$ cat src/rtl/vga_sync_decoder.sv
// Receive-side VGA timing checker: measures line/frame lengths, tracks the active
// window to produce x/y, and locks after a run of clean frames.
module vga_sync_decoder #(
  parameter int H_TOTAL     = 800,
  parameter int V_TOTAL     = 525,
  parameter int H_ACTIVE    = 640,
  parameter int V_ACTIVE    = 480,
  parameter int LOCK_FRAMES = 2
) (
  input  logic       clk,
  input  logic       rst,
  input  logic       pix_en,
  input  logic       hsync_in,
  input  logic       vsync_in,
  input  logic       blank_n_in,
  input  logic       clr_err,
  output logic [9:0] x,
  output logic [9:0] y,
  output logic       pix_valid,
  output logic       line_start,
  output logic       frame_start,
  output logic [9:0] line_len,
  output logic [9:0] frame_lines,
  output logic       locked,
  output logic       err_hlen,
  output logic       err_vlen,
  output logic       err_act
);

  // state  | meaning
  // SEARCH | waiting for a vsync falling edge; nothing is checked
  // ALIGN  | every line/frame checked; counting clean frames toward lock
  // LOCKED | timing confirmed; same checks, any error drops back to SEARCH
  typedef enum logic [1:0] {SEARCH, ALIGN, LOCKED} state_t;

  localparam logic [9:0] H_TOT   = 10'(H_TOTAL);
  localparam logic [9:0] V_TOT   = 10'(V_TOTAL);
  localparam logic [9:0] H_ACT   = 10'(H_ACTIVE);
  localparam logic [9:0] V_ACT   = 10'(V_ACTIVE);
  localparam logic [2:0] LOCK_N  = 3'(LOCK_FRAMES);
  localparam logic [9:0] CNT_MAX = 10'h3ff;

  state_t     state, state_next;
  logic       hs_prev, vs_prev, hs_fall, vs_fall;
  logic [9:0] hcnt, vcnt, act_cnt;
  logic [9:0] hcnt_inc, vcnt_inc, act_inc, y_inc, frame_meas, act_lines_meas;
  logic [2:0] good_frames, good_next;
  logic       skip_hlen, skip_next;
  logic       line_had_act, checking, set_hlen, set_vlen, set_act, any_err;

  function automatic logic [9:0] sat_inc(input logic [9:0] v);
    return (v == CNT_MAX) ? v : v + 10'd1;
  endfunction

  always_comb begin
    hs_fall        = pix_en & hs_prev & ~hsync_in;
    vs_fall        = pix_en & vs_prev & ~vsync_in;
    hcnt_inc       = sat_inc(hcnt);
    vcnt_inc       = sat_inc(vcnt);
    act_inc        = sat_inc(act_cnt);
    y_inc          = sat_inc(y);
    line_had_act   = (act_cnt != 10'd0);
    // a line ending on the vsync edge still belongs to the frame that is closing
    frame_meas     = hs_fall ? vcnt_inc : vcnt;
    act_lines_meas = (hs_fall & line_had_act) ? y_inc : y;
    checking       = (state != SEARCH);
    set_hlen       = checking & hs_fall & ~((state == ALIGN) & skip_hlen) & (hcnt_inc != H_TOT);
    set_vlen       = checking & vs_fall & (frame_meas != V_TOT);
    set_act        = checking & ((hs_fall & line_had_act & (act_cnt != H_ACT)) |
                                 (vs_fall & (act_lines_meas != V_ACT)));
    any_err        = set_hlen | set_vlen | set_act;
  end

  always_comb begin
    state_next = state;
    good_next  = good_frames;
    skip_next  = skip_hlen;
    case (state)
      SEARCH: begin
        if (vs_fall) begin
          state_next = ALIGN;
          good_next  = 3'd0;
          skip_next  = 1'b1;
        end
      end
      ALIGN: begin
        if (any_err) begin
          state_next = SEARCH;
        end else begin
          // the line running when ALIGN was entered started before our hcnt did
          if (hs_fall) skip_next = 1'b0;
          if (vs_fall) begin
            good_next = good_frames + 3'd1;
            if (good_next == LOCK_N) state_next = LOCKED;
          end
        end
      end
      LOCKED: begin
        if (any_err) state_next = SEARCH;
      end
      default: state_next = SEARCH;
    endcase
  end

  always_ff @(posedge clk) begin
    if (!rst) begin
      state       <= SEARCH;
      good_frames <= 3'd0;
      skip_hlen   <= 1'b0;
      hs_prev     <= 1'b1;
      vs_prev     <= 1'b1;
      hcnt        <= 10'd0;
      vcnt        <= 10'd0;
      act_cnt     <= 10'd0;
      x           <= 10'd0;
      y           <= 10'd0;
      pix_valid   <= 1'b0;
      line_start  <= 1'b0;
      frame_start <= 1'b0;
      line_len    <= 10'd0;
      frame_lines <= 10'd0;
      locked      <= 1'b0;
      err_hlen    <= 1'b0;
      err_vlen    <= 1'b0;
      err_act     <= 1'b0;
    end else begin
      state       <= state_next;
      good_frames <= good_next;
      skip_hlen   <= skip_next;
      err_hlen    <= (err_hlen & ~clr_err) | set_hlen;
      err_vlen    <= (err_vlen & ~clr_err) | set_vlen;
      err_act     <= (err_act & ~clr_err) | set_act;
      if (pix_en) begin
        hs_prev     <= hsync_in;
        vs_prev     <= vsync_in;
        line_start  <= hs_fall;
        frame_start <= vs_fall;
        locked      <= (state_next == LOCKED);
        pix_valid   <= (state_next == LOCKED) & blank_n_in;
        if (hs_fall) begin
          line_len <= hcnt_inc;
          hcnt     <= 10'd0;
          x        <= 10'd0;
          act_cnt  <= {9'd0, blank_n_in};
        end else begin
          hcnt <= hcnt_inc;
          if (blank_n_in) begin
            x       <= act_cnt;
            act_cnt <= act_inc;
          end
        end
        if (vs_fall) begin
          frame_lines <= frame_meas;
          vcnt        <= 10'd0;
          y           <= 10'd0;
        end else if (hs_fall) begin
          vcnt <= vcnt_inc;
          if (line_had_act) y <= y_inc;
        end
      end else begin
        line_start  <= 1'b0;
        frame_start <= 1'b0;
      end
    end
  end

endmodule

$ cat config.mk
export PLATFORM = sky130hd
export DESIGN_NAME = vga_sync_decoder
export DESIGN_NICKNAME = d
export VERILOG_FILES = /design/src/rtl/vga_sync_decoder.sv
export SDC_FILE = /design/constraint.sdc
export NUM_CORES = 1
export LEC_CHECK = 0
export ABC_AREA = 1
export BUFFER_PORTS_ARGS = -buffer_cell sky130_fd_sc_hd__buf_2
export CAP_MARGIN = 10
export CORE_ASPECT_RATIO = 1.1
export CORE_MARGIN = 2
export CORE_UTILIZATION = 51
export CTS_CLUSTER_SIZE = 28
export DETAILED_ROUTE_END_ITERATION = 12
export HOLD_SLACK_MARGIN = 0.1
export PLACE_DENSITY = 0.71
export RECOVER_POWER = 100
export SLEW_MARGIN = 10
export SYNTH_ARGS = -nofsm -noshare
export SYNTH_HDL_FRONTEND = slang
export SYNTH_SLANG_ARGS = --single-unit
$ cat constraint.sdc
create_clock -name clk -period 2.29 [get_ports clk]
set_input_delay 0.458 -clock clk [delete_from_list [all_inputs] [get_ports clk]]
set_output_delay 0.458 -clock clk [all_outputs]
set_load 0.01 [all_outputs]
# Word-level counts from Yosys, hierarchy flattened
# Index checks and enable logic that the tools add are counted.
# W data, S select, Z words.
[totals]
word_cells = 113
register_bits = 85
mem_bits_ro = 0
out_inout_bits = 47
mem_bits_rw = 0
input_bits = 7
mem_count = 0
latch_bits = 0
[op_classes]
shift = 0
div_mod_pow = 0
eq_ne = 17
bitwise = 28
order_cmp = 0
multipliers = 0
add_sub_neg = 5
muxes = 29
n_reduce_logical = 15
[ops]
columns = ["op", "n"]
rows = [
  ["$mux W10", 15],
  ["$add A10 B1 Y10 const B", 4],
  ["$eq A10 B10 Y1 const B", 4],
  ["$ne A10 B10 Y1 const B", 3],
  ["$and A1 B1 Y1", 18],
  ["$mux W2", 5],
  ["$ne A10 B9 Y1 const B", 1],
  ["$ne A2 B2 Y1 const B", 5],
  ["$reduce_bool A10 Y1", 1],
  ["$reduce_bool A2 Y1", 5],
  ["$mux W3", 3],
  ["$reduce_and A2 Y1", 4],
  ["$reduce_and A4 Y1", 2],
  ["$or A1 B1 Y1", 6],
  ["$pmux W2 S3", 1],
  ["$pmux W3 S2", 1],
  ["$reduce_and A3 Y1", 2],
  ["$eq A2 B2 Y1 const B", 2],
  ["$not A1 Y1", 4],
  ["$add A3 B1 Y3 const B", 1],
  ["$eq A3 B2 Y1 const B", 1],
  ["$mux W1", 3],
  ["$eq A2 B1 Y1 const B", 1],
  ["$logic_not A2 Y1", 1],
  ["$pmux W1 S2", 1],
]

# Longest topological paths before layout
[depth]
depth_word = 13
ltp_mapped = 19
mapped_depth_nobuf = 19

# Least setup slack after synthesis
# OpenSTA, ideal clock, no wires.
[synth_timing]
path_kind = "register to register"
startpoint = "register y[0]"
endpoint = "register good_frames[0]"
setup_slack_ps = 220
t_arrival_ps = 1957
required_time_ps = 2176
period_less_slack_ps = 2070
stages_incl_launch_ff = 18
n_path_buf = 1
setup_ps = 114
cell_sequence = "dfxtp_1 > ha_1 > nand2_1 > nor2_4 > nand3_2 > buf_6 > nand2_1 > nand3_1 > nor2_1 > nand2_1 > nand2_1 > nand2_2 > nand2_4 > nand3_4 > nand2_4 > nand3_4 > a21oi_1 > nor2_1"
[synth_between]
elab_chain_len = 10
elab_cells_between_ends = 11
cone_classes = "add/sub: 1; eq/ne: 3; mux: 2; bitwise: 4; reduce/logical: 1"
[synth_rtl]
columns = ["element", "line_no", "text"]
rows = [
  ["start, declared", "18", "output logic [9:0] y,"],
  ["start signal, assigned", "158", "if (line_had_act) y <= y_inc;"],
  ["$add A10 B1 Y10 or $eq A10 B10 Y1 (tied branches)", "52", "return (v == CNT_MAX) ? v : v + 10'd1;"],
  ["$mux W10", "52", ""],
  ["$mux W10 *", "65", "act_lines_meas = (hs_fall & line_had_act) ? y_inc : y;"],
  ["$ne A10 B9 Y1 *", "70", "(vs_fall & (act_lines_meas != V_ACT)));"],
  ["$and A1 B1 Y1 *", "70", ""],
  ["$or A1 B1 Y1 *", "69", "set_act = checking & ((hs_fall & line_had_act & (act_cnt != H_ACT)) |"],
  ["$and A1 B1 Y1 *", "69", ""],
  ["$or A1 B1 Y1 *", "71", "any_err = set_hlen | set_vlen | set_act;"],
  ["$ne A2 B2 Y1 (no line) *", "--", ""],
  ["$reduce_and A4 Y1 (no line) *", "--", ""],
  ["end signal, assigned", "128", "good_frames <= good_next;"],
  ["end, declared", "47", "logic [2:0] good_frames, good_next;"],
]
# Every way passes the cells marked *; elsewhere a longest branch is shown, timed or not.
# A chain may end at the register's enable or synchronous reset.

# Worst setup path after layout
[layout_timing]
startpoint = "register vcnt[1]"
endpoint = "register good_frames[2]"
[layout_between]
elab_chain_len = 9
elab_cells_between_ends = 10
cone_classes = "add/sub: 1; eq/ne: 3; mux: 2; bitwise: 3; reduce/logical: 1"
[layout_rtl]
columns = ["element", "line_no", "text"]
rows = [
  ["start, declared", "45", "logic [9:0] hcnt, vcnt, act_cnt;"],
  ["start signal, assigned", "157", "vcnt <= vcnt_inc;"],
  ["$add A10 B1 Y10 or $eq A10 B10 Y1 (tied branches)", "52", ""],
  ["$mux W10", "52", ""],
  ["$mux W10 *", "--", ""],
  ["$ne A10 B10 Y1 *", "68", "set_vlen = checking & vs_fall & (frame_meas != V_TOT);"],
  ["$and A1 B1 Y1 *", "68", ""],
  ["$or A1 B1 Y1 * (2 in series)", "71", ""],
  ["$ne A2 B2 Y1 (no line) *", "--", ""],
  ["$reduce_and A4 Y1 (no line) *", "--", ""],
]
# Marked as above.

==> summary.md <==
| Metric | Value |
|---|---|
| Status | `finished clean` |
| Via total after detailed routing | `4210` |
| Antenna cell count | `0` |
| Mapped Cells | `617` |
| Vias per Instance | `5.17` |
| Seq/Total Area, Yosys | `39.2%` |
| Die Footprint | `9280 sq um` |
| Setup TNS | `0 ns` |
| EDFF count, synth | `0` |
| Final worst-path cycle share | `94.8%` |
| P_leak | `2.12 nW` |
| HPWL after DPL | `7600 um` |
| Clock Sinks | `85` |
| Starting Density | `52.2%` |
| Area contributors post-synth | `dfxtp_1 (39%), nand2_1 (14%), nand3_1 (6.0%)` |
| Fin nets | `712` |
| Critical path data required time | `2.54 ns` |
| Critical path's slowest cell | `dfxtp_4` |
| FF+latch count, synth | `85` |
| CTS Buf Count | `9` |
| Crit path kind | `reg2reg` |
| Fillcell total | `808` |
| Die Ht | `101 um` |
| Most frequent cells in the layout | `nand2_1 (157), dfxtp_1 (77), inv_1 (64)` |
| Mapped Area | `4350 sq um` |
| Yosys Warn Count | `0` |
| DR WL/cell | `13.0 um` |
| Multi-input logic area | `2370 sq um` |
| IO buf count | `53` |
| Pwr Density | `570 nW/um^2` |
| Count of final hold-check violations | `0` |
| Clock Tree Root | `clkbuf_8` |
| Most used cell along the critical path | `nand2_1` |
| Clk slew on worst S/H paths | `0.09 ns` |
| GRT overflow | `0` |
| Area of the core | `8320 sq um` |
| FF/Latch Area | `1720 sq um` |
| Syn_area_per_cell | `7.04 sq um` |
| Crit path DAT | `2.42 ns` |
| H-tree depth | `3` |
| Worst skew pair latency | `0.37 ns` |
| Yosys cell types | `44` |
| Remaining antenna violation count | `0` |
| Final WL | `10600 um` |
| Worst VDD drop | `0.353 mV` |
| Final Skew | `0.0121 ns` |
| Final setup violation count | `0` |
| P&R area growth vs syn | `19.3%` |
| Minimum clock period after layout | `2.17 ns` |
| Crit path largest cell delay | `0.36 ns` |
| Largest net degree at the start of global routing | `27` |
| Ports | `54` |
| Ratio of cells with drive above 1 in the final layout | `19.8%` |
| Hold Crit Class | `in2reg` |
| Post-synth net total | `631` |
| Placer Congestion | `0.900` |
| Crit-path max FO | `8` |
| Final core utilization | `62.3%` |
| Area of placed instances | `4850 sq um` |
| Die W | `92.0 um` |
| Area leader, netlist | `dfxtp_1` |
| Vias in the first global route | `3871` |
| Critical path cell sequence | `ha_2 > nand2_2 > nor2_4 > nand3_4 > buf_4 > nand2_1 > nand2_1 > nand2_1 > nor2_1 > nand2_1 > nor2_1 > nand2_1 > nand2_2 > nand3_4 > nand2_4 > nand3_4 > nand2_1 > nand2_1 > nor2_2` |
| Remaining DRCs | `0` |
| Slew Viols, Final | `0` |
| GRT Util Overall | `22.9%` |
| Initial antenna violation count | `0` |
| Global-route wire length before repair | `17400 um` |
| Max-cap violations | `0` |
| Clk buf depth | `2` |
| Tightest Pin Transition | `0.753 ns` |
| Worst slack, placed | `0.0509 ns` |
| Most common cell after layout, fill and taps aside | `nand2_1` |
| Critical path launch point type | `flop` |
| TritonRoute pass-1 iters | `4` |
| Fmax achieved | `461 MHz` |
| DRT iter0 DRCs | `117` |
| # rows | `35` |
| Endpoint type of the worst setup path | `flop` |
| CTS tree | `built` |
| Async SR Flop Fraction | `0%` |
| Fin area | `5180 sq um` |
| Final Worst Setup Slack | `0.119 ns` |
| Synth top area share | `39.2%` |
| Most common flop cell mapped by yosys | `dfxtp_1` |
| Relative slew slack | `49.8%` |
-- registers in the layout, summed over array words and instances, names as in the netlist, 2 cells and up --
register	cells
good_frames	3
frame_lines	10
line_len	10
state	2
act_cnt	10
vcnt	10
x	10
y	10
hcnt	10
-- cell type report --
class / instances / area share, %
Multi-Input combinational cell: 442 / 45.7
Sequential cell: 85 / 33.1
Timing Repair Buffer: 90 / 9.32
Inverter: 70 / 5.19
Tap cell: 111 / 2.68
Clock buffer: 10 / 2.66
Clock inverter: 6 / 1.33
-- worst paths after layout --
kind	start	endpoint	slack, ns	cells after the start
hold / removal	clr_err	err_hlen$_SDFF_PN0_	0.36	4
setup / recovery	vcnt[1]$_SDFFE_PN0P_	good_frames[2]$_SDFFE_PN0P_	0.12	19
hold reg to reg	frame_lines[3]$_SDFFE_PN0P_	frame_lines[3]$_SDFFE_PN0P_	0.46	2
setup reg to reg	vcnt[1]$_SDFFE_PN0P_	good_frames[2]$_SDFFE_PN0P_	0.12	19
-- stage by stage --
stage          hold slack (ns)  power [mW]  std cells
2_1_floorplan            0.436        1.75        617
3_3_place_gp             0.438        1.84        790
3_5_place_dp             0.442        1.84        790
4_1_cts                  0.361        2.96        806
5_1_grt                  0.408        3.07        814
6_report                 0.363        2.95        814
-- per-layer routing --
metal | GRT usage, % | routed length (um) | up-vias
met2 | 39.8 | 5410 | 86
li1 | - | - | 2165
met3 | 3.37 | 353 | 17
met4 | 9.18 | 206 | 0
met5 | 0 | 0 | -
met1 | 28.8 | 4640 | 1942
-- what timing repair did --
item                                    in CTS  in global routing
setup buffers                                0                  8
resized for setup                            0                 36
endpoints found under the setup margin       0                  8
hold buffers                                 0                  0
-- synthesized netlist by cell type (3+ instances only) --
master    count
nand3b_1      4
nor2_2       10
nand2_2       8
nand3_4       5
buf_4         3
nand2_1     161
nor3b_1       3
o21ai_1       4
or2_2         4
xnor2_1       4
nor3_1       15
a21oi_1      41
o21ai_0      35
nand3_2       3
dfxtp_1      85
nor2_1       47
nand3_1      52
clkbuf_1     13
a31oi_1       3
nand2_4       3
ha_1          7
xor2_1        3
nand4_1      14
inv_1        64
-- power by group --
group          leakage [nW]  internal, mW  total [mW]  switching (mW)
clock                 0.104         0.544        1.13           0.588
sequential            0.692          1.51        1.53          0.0280
combinational          1.33        0.0997       0.287           0.187
total                  2.12          2.15        2.95           0.803
-- logic make-up (layout without fill, tap and decap cells) --
family	after synthesis	after routing	share of synthesized area, %
and+or+nand+nor	335	335	37.0
AOI/OAI and AO/OA	93	93	11.6
buffers and inverters	90	176	8.78
DFF	85	85	39.2
adders and majority gates	7	7	2.02
xor gates and xnor gates	7	7	1.41
-- critical path, delay by kind of cell (launching register included) --
family | cells | cell delay (ns)
buffers and inverters | 1 | 0.16
adder cells (fa/ha/maj) | 1 | 0.18
AND/OR/NAND/NOR | 17 | 1.33
flip-flops | 1 | 0.36
Note: power is estimated with default switching activity, not from simulation.
